### config.mk
export PLATFORM = sky130hd
export DESIGN_NAME = muldiv_hilo_ctrl
export DESIGN_NICKNAME = d
export VERILOG_FILES = /design/src/rtl/muldiv_hilo_ctrl_pkg.sv /design/src/rtl/muldiv_hilo_ctrl_step.sv /design/src/rtl/muldiv_hilo_ctrl.sv
export SDC_FILE = /design/constraint.sdc
export NUM_CORES = 1
export LEC_CHECK = 0
export CORE_MARGIN = 4
export CORE_UTILIZATION = 55
export CTS_CLUSTER_SIZE = 25
export DETAILED_ROUTE_END_ITERATION = 12
export PLACE_DENSITY = 0.85
export SETUP_SLACK_MARGIN = 0.4
export SYNTH_ARGS = -nofsm -noshare
export SYNTH_HDL_FRONTEND = slang
export SYNTH_SLANG_ARGS = --single-unit
### constraint.sdc
create_clock -name CLK -period 9.2 [get_ports CLK]
set_input_delay 0.92 -clock CLK [delete_from_list [all_inputs] [get_ports CLK]]
set_output_delay 0.92 -clock CLK [all_outputs]
set_load 0.02 [all_outputs]
### src/rtl/muldiv_hilo_ctrl_pkg.sv
// Shared constants for the HI/LO multiply/divide sequencer: R-form funct codes,
// FSM state encoding, iteration count and small operand helpers.
package muldiv_hilo_ctrl_pkg;

    localparam int ITER_DEFAULT = 32;

    localparam logic [5:0] F_MFHI  = 6'h10;
    localparam logic [5:0] F_MTHI  = 6'h11;
    localparam logic [5:0] F_MFLO  = 6'h12;
    localparam logic [5:0] F_MTLO  = 6'h13;
    localparam logic [5:0] F_MULT  = 6'h18;
    localparam logic [5:0] F_MULTU = 6'h19;
    localparam logic [5:0] F_DIV   = 6'h1A;
    localparam logic [5:0] F_DIVU  = 6'h1B;

    typedef enum logic [1:0] {
        S_IDLE = 2'd0,
        S_RUN  = 2'd1,
        S_FIX  = 2'd2
    } state_e;

    function automatic logic is_muldiv(input logic [5:0] f);
        return (f == F_MULT) || (f == F_MULTU) || (f == F_DIV) || (f == F_DIVU);
    endfunction

    function automatic logic is_div(input logic [5:0] f);
        return (f == F_DIV) || (f == F_DIVU);
    endfunction

    function automatic logic is_signed_op(input logic [5:0] f);
        return (f == F_MULT) || (f == F_DIV);
    endfunction

    // Two's-complement negate when en is set; -0x80000000 stays 0x80000000,
    // which is exactly its magnitude when read as unsigned.
    function automatic logic [31:0] cond_neg32(input logic [31:0] v, input logic en);
        return en ? (~v + 32'd1) : v;
    endfunction

endpackage

### src/rtl/muldiv_hilo_ctrl_step.sv
// One iteration of the sequencer datapath: shift-add multiply step or
// restoring-divide step, chosen by i_div. Purely combinational.
module muldiv_step (
    input  logic        i_div,
    input  logic [63:0] i_acc,
    input  logic [63:0] i_mcand,
    input  logic [31:0] i_b,
    output logic [63:0] o_acc,
    output logic [63:0] o_mcand,
    output logic [31:0] o_b
);

    logic [32:0] w_rem_sh;
    logic [31:0] w_diff;
    logic        w_ge;

    // Divide keeps {remainder, quotient} in i_acc; the dividend bits shift out
    // of the quotient half into the remainder while quotient bits shift in.
    always_comb begin
        w_rem_sh = {i_acc[63:32], i_acc[31]};
        w_diff   = w_rem_sh[31:0] - i_b;
        w_ge     = (w_rem_sh >= {1'b0, i_b});
        if (i_div) begin
            o_acc   = {(w_ge ? w_diff : w_rem_sh[31:0]), i_acc[30:0], w_ge};
            o_mcand = i_mcand;
            o_b     = i_b;
        end else begin
            o_acc   = i_acc + (i_b[0] ? i_mcand : 64'd0);
            o_mcand = {i_mcand[62:0], 1'b0};
            o_b     = {1'b0, i_b[31:1]};
        end
    end

endmodule

### src/rtl/muldiv_hilo_ctrl.sv
// Iterative MULT/MULTU/DIV/DIVU sequencer owning the HI/LO registers, with
// MTHI/MTLO service and ID stall. Optional MULDIV_EARLY_OUT_EN shortens multiply
// and divide-by-zero latency without changing results.
module muldiv_hilo_ctrl
    import muldiv_hilo_ctrl_pkg::*;
#(
    parameter int ITER = ITER_DEFAULT
) (
    input  logic        CLK,
    input  logic        RST,
    input  logic        Start,
    input  logic [5:0]  Funct,
    input  logic [31:0] Rdata1,
    input  logic [31:0] Rdata2,
    input  logic        RdReq,
    output logic        Busy,
    output logic        Stall,
    output logic        Done,
    output logic [31:0] Hi,
    output logic [31:0] Lo
);

    localparam int CW = $clog2(ITER);

    state_e          r_state;
    state_e          w_state_nxt;
    logic [CW-1:0]   r_cnt;
    logic [63:0]     r_acc;
    logic [63:0]     r_mcand;
    logic [31:0]     r_b;
    logic            r_div;
    logic            r_sign_a;
    logic            r_sign_b;
    logic            r_done;
    logic [31:0]     r_hi;
    logic [31:0]     r_lo;

    logic            w_busy;
    logic            w_signed;
    logic [31:0]     w_mag_a;
    logic [31:0]     w_mag_b;
    logic [63:0]     w_acc;
    logic [63:0]     w_mcand;
    logic [31:0]     w_b;
    logic            w_run_last;
    logic            w_skip_run;
    logic [63:0]     w_prod;
    logic [31:0]     w_quo;
    logic [31:0]     w_rem;
    logic [31:0]     w_rs;
    logic            w_div_zero;

    assign w_signed = is_signed_op(Funct);
    assign w_mag_a  = cond_neg32(Rdata1, w_signed & Rdata1[31]);
    assign w_mag_b  = cond_neg32(Rdata2, w_signed & Rdata2[31]);

    muldiv_step u_step (
        .i_div   (r_div),
        .i_acc   (r_acc),
        .i_mcand (r_mcand),
        .i_b     (r_b),
        .o_acc   (w_acc),
        .o_mcand (w_mcand),
        .o_b     (w_b)
    );

`ifdef MULDIV_EARLY_OUT_EN
    // w_b is the multiplier after this step's shift: nothing left to add.
    assign w_run_last = (r_cnt == '0) || (!r_div && (w_b == 32'd0));
    assign w_skip_run = is_div(Funct) && (Rdata2 == 32'd0);
`else
    assign w_run_last = (r_cnt == '0);
    assign w_skip_run = 1'b0;
`endif

    // Sign fix-up applied in FIX; the dividend is rebuilt from its magnitude
    // for the divide-by-zero HI value.
    assign w_prod     = (r_sign_a ^ r_sign_b) ? (~r_acc + 64'd1) : r_acc;
    assign w_quo      = cond_neg32(r_acc[31:0], r_sign_a ^ r_sign_b);
    assign w_rem      = cond_neg32(r_acc[63:32], r_sign_a);
    assign w_rs       = cond_neg32(r_mcand[31:0], r_sign_a);
    assign w_div_zero = (r_b == 32'd0);

    // NOTE: sequential state uses non-blocking assignments so every register
    // samples pre-edge values regardless of statement order.
    always_ff @(posedge CLK or posedge RST) begin
        if (RST) begin
            r_state <= S_IDLE;
        end else begin
            r_state <= w_state_nxt;
        end
    end

    // NOTE: the default assignment up front covers every path, so no latch.
    always_comb begin
        w_state_nxt = r_state;
        case (r_state)
            S_IDLE:  if (Start && is_muldiv(Funct)) w_state_nxt = w_skip_run ? S_FIX : S_RUN;
            S_RUN:   if (w_run_last) w_state_nxt = S_FIX;
            S_FIX:   w_state_nxt = S_IDLE;
            default: w_state_nxt = S_IDLE;
        endcase
    end

    always_comb begin
        w_busy = (r_state != S_IDLE);
        Busy   = w_busy;
        Stall  = w_busy & (Start | RdReq);
        Done   = r_done;
        Hi     = r_hi;
        Lo     = r_lo;
    end

    always_ff @(posedge CLK or posedge RST) begin
        if (RST) begin
            r_cnt    <= '0;
            r_acc    <= 64'd0;
            r_mcand  <= 64'd0;
            r_b      <= 32'd0;
            r_div    <= 1'b0;
            r_sign_a <= 1'b0;
            r_sign_b <= 1'b0;
            r_done   <= 1'b0;
            r_hi     <= 32'd0;
            r_lo     <= 32'd0;
        end else begin
            r_done <= (r_state == S_FIX);
            case (r_state)
                S_IDLE: if (Start) begin
                    case (Funct)
                        F_MTHI: r_hi <= Rdata1;
                        F_MTLO: r_lo <= Rdata1;
                        F_MULT, F_MULTU, F_DIV, F_DIVU: begin
                            r_div    <= is_div(Funct);
                            r_sign_a <= w_signed & Rdata1[31];
                            r_sign_b <= w_signed & Rdata2[31];
                            r_mcand  <= {32'd0, w_mag_a};
                            r_b      <= w_mag_b;
                            r_acc    <= is_div(Funct) ? {32'd0, w_mag_a} : 64'd0;
                            r_cnt    <= CW'(ITER - 1);
                        end
                        F_MFHI, F_MFLO: ;  // reads are served through RdReq
                        default: ;
                    endcase
                end
                S_RUN: begin
                    r_acc   <= w_acc;
                    r_mcand <= w_mcand;
                    r_b     <= w_b;
                    if (r_cnt != '0) r_cnt <= r_cnt - 1'b1;
                end
                S_FIX: begin
                    if (r_div && w_div_zero) begin
                        r_hi <= w_rs;
                        r_lo <= 32'hFFFF_FFFF;
                    end else if (r_div) begin
                        r_hi <= w_rem;
                        r_lo <= w_quo;
                    end else begin
                        r_hi <= w_prod[63:32];
                        r_lo <= w_prod[31:0];
                    end
                end
                default: ;
            endcase
        end
    end

endmodule
==> metrics.md <==
| Metric | Value |
|---|---|
| Count of endpoints failing setup in the final report | 0 |
| Cell Area, Synth | 20,400 um^2 |
| Latest clock arrival within the worst-skew pair | 580 ps |
| Critical Setup Path Class | flop to flop |
| Library cells used by synthesis | 80 |
| Initial antenna violation count | 0 |
| Final period util | 0.551 |
| Biggest fanout along the worst timing path | 56 |
| Number of hold-slack violations in the final timing report | 0 |
| Min-delay src | Hi[7] |
| Count of boundary I/O pins | 141 |
| Most used cell, CP | sky130_fd_sc_hd__buf_4 |
| Cells after DPL | 3,111 |
| Global-route wire length before repair | 113,000 um |
| Mapped Avg Cell Area | 7.71 um^2 |
| Port Buf Inserts | 140 |
| Tmin final | 5070 ps |
| Pin count of the biggest net entering global routing | 191 |
| Count of warnings emitted by yosys | 0 |
| Worst slack on hold paths | 466 ps |
| PwrDens | 361 nW/um^2 |
| Initial drt markers | 2,009 |
| Fin Setup TNS | 0 ps |
| Max VDD drop | 0.000198 V |
| Sort of element at the end of the critical path | flop |
| Sink count of the clock tree | 235 |
| Main synth FF type | sky130_fd_sc_hd__dfrtp_1 |
| Area taken by multi-input logic gates | 13,600 um^2 |
| Resized cells post-CTS | 0 |
| Setup repair after global routing missed its margin | false |
| Number of pins exceeding their max-slew limit in the final report | 0 |
| Post-CTS repair timing setup buffer count | 0 |
| Syn Nets | 2,818 |
| Most common cell after layout, fill and taps aside | sky130_fd_sc_hd__nand2_1 |
| FF-to-FF Start | r_b[0] |
| Starting utilization of the core area | 0.557 |
| Y dimension of the die | 200 um |
| 1st-pass router iterations | 6 |
| Buffer levels on the longest clock path | 3 |
| DR DRC count | 0 |
| Cells after synthesis | 2,640 |
| H-Tree Level Count | 1 |
| Vias in the first global route | 19,876 |
| Number of standard-cell rows in the floorplan | 70 |
| Global-route total usage across every layer | 0.348 |
| Number of nets in the final layout | 2,851 |
| Largest delay contributor family on the critical path | compound AO/OA/AOI/OAI gates |
| Number of enable-type register cells in the synthesized netlist | 0 |
| Cts bufs inserted | 28 |
| Core Footprint | 36,500 um^2 |
| Number of fillers in the final layout | 3,195 |
| Root buf cell | sky130_fd_sc_hd__clkbuf_16 |
| HPWL after DPL | 54,600 um |
| Max-cap viol count | 0 |
| Area taken by flip-flops and latches | 5880 um^2 |
| Remaining max-slew budget at the tightest pin | 0.117 |
| Top library cells by usage in the layout, fill and taps aside | 320 x sky130_fd_sc_hd__nand2_1, 277 x sky130_fd_sc_hd__a21oi_1, 240 x sky130_fd_sc_hd__o21ai_0, 234 x sky130_fd_sc_hd__dfrtp_1, 211 x sky130_fd_sc_hd__nor2_1 |
| CP Data Required Time | 9650 ps |
| CTS tree | done |
| Critical Path Source Type | flop |
| Post-cts hold buffer count | 0 |
| Share of cells above drive strength 1 | 0.0427 |
| Drt wl/cell | 23.3 um |
| RePlAce Congestion | 1.04 |
| Routed Antenna Nets | 0 |
| Status | complete, no violations |
| Leak | 9.38 nW |
| Transition time at the pin with the least slew margin | 1320 ps |
| Area growth from synthesis to final layout | 13.2% |
| Detailed-route via count | 20,713 |
| Routed wire length | 73,700 um |
| F_max | 197 MHz |
| Clock Skew | 16.8 ps |
| Die area | 40,200 um^2 |
| Type of the most critical hold path | flop to flop |
| Seq/Total Area, Yosys | 0.289 |
| Slowest CP cell | sky130_fd_sc_hd__o31ai_1 |
| Worst-path clk slew | 60 ps |
| Async SR Flop Fraction | 1.00 |
| Number of synthesized register bits | 235 |
| Arrival time of the worst setup path | 5520 ps |
| Largest stage delay, worst path | 780 ps |
| Number of buffers and inverters on the critical path | 2 |
| Number of standard cells in the final layout excluding fillers | 3,162 |
| Cells along the critical path | buf_4 -> and2_1 -> ha_1 -> fa_1 -> a21o_1 -> a31oi_1 -> buf_4 -> nor4_1 -> nor3_1 -> o31ai_1 -> a21oi_1 -> o21ai_1 -> nor2_1 -> xnor2_1 -> a221o_1 |
| Die Wd | 200 um |
| Crit path from | r_b[0] |
| Via density per instance | 6.55 |
| Final global-route overflow total | 0 |
[through the flow]
step	utilization	power (mW)	worst slack, ps	area (um^2)
global placement	0.603	6.82	4380	22000
floorplan	-	5.39	1830	20400
detailed placement	0.603	6.93	4360	22000
global route	0.631	8.85	4060	23000
finish	0.631	8.33	4130	23000
CTS	0.631	8.21	4330	23000
[registers in the layout, summed over array words and instances (netlist names)]
| signal | flops |
|---|---|
| r_acc | 64 |
| r_b | 32 |
| Lo | 32 |
| r_mcand | 64 |
| r_sign_a | 1 |
| r_sign_b | 1 |
| r_cnt | 5 |
| Hi | 32 |
| r_state | 2 |
| r_div | 1 |
| Done | 1 |
[layout make-up]
type	count	area share
inverter	84	0.0140
tap	468	0.0254
antenna	1	0.000109
sequential	235	0.255
multi-input combinational	2158	0.591
clock buffer	37	0.0350
clock inverter	13	0.00972
timing repair buffer	166	0.0698
[worst min-delay path, stage by stage, from the launching register on]
cell,delay (ps)
sky130_fd_sc_hd__dfrtp_1,340
sky130_fd_sc_hd__nand2_1,50
sky130_fd_sc_hd__nand2_1,50
[report_power, final]
group	switching [mW]	internal [mW]	total (mW)	leakage, nW
sequential	0.730	1.44	2.17	2.83
clock	0.478	0.779	1.26	0.502
combinational	2.96	1.95	4.90	6.05
total	4.17	4.16	8.33	9.38
[Yosys cell counts (all sizes together) (29+ instances only)]
cell | count | area share
xnor2 | 117 | 0.051
nand4 | 29 | 0.0089
nand2 | 320 | 0.059
nor2 | 213 | 0.039
and2 | 70 | 0.022
nor4 | 33 | 0.011
clkbuf | 141 | 0.026
ha | 102 | 0.063
mux2i | 64 | 0.031
a22oi | 43 | 0.016
xor2 | 122 | 0.052
inv | 84 | 0.015
a21oi | 278 | 0.069
or3 | 32 | 0.010
nor3 | 35 | 0.0086
dfrtp | 235 | 0.29
a21o | 36 | 0.013
o31ai | 35 | 0.013
o21ai | 282 | 0.069
nand3 | 39 | 0.0096
[cell families after synthesis]
group                    synth area share
AO/OA/AOI/OAI                       0.257
XOR/XNOR                            0.103
adder cells (fa/ha/maj)            0.0647
buffers and inverters              0.0461
flip-flops                          0.289
multiplexers                       0.0364
AND/OR/NAND/NOR                     0.203
[layer usage]
metal,vias to the layer above,GRT usage,part of all wire
met2,1087,0.587,0.46
met3,273,0.0461,0.080
met5,-,0,0
li1,9541,-,-
met4,0,0.175,0.063
met1,9812,0.439,0.39
[path summary, 6_finish.rpt]
path / cells past startpoint / slack [ps] / to
max: 15 / 4130 / r_acc[58]
min: 2 / 470 / Hi[7]
max reg2reg: 15 / 4130 / r_acc[58]
min reg2reg: 2 / 470 / Hi[7]
max in group asynchronous: 3 / 6860 / Lo[2]
min in group asynchronous: 2 / 840 / r_mcand[34]
Note: power is estimated with default switching activity, not from simulation.
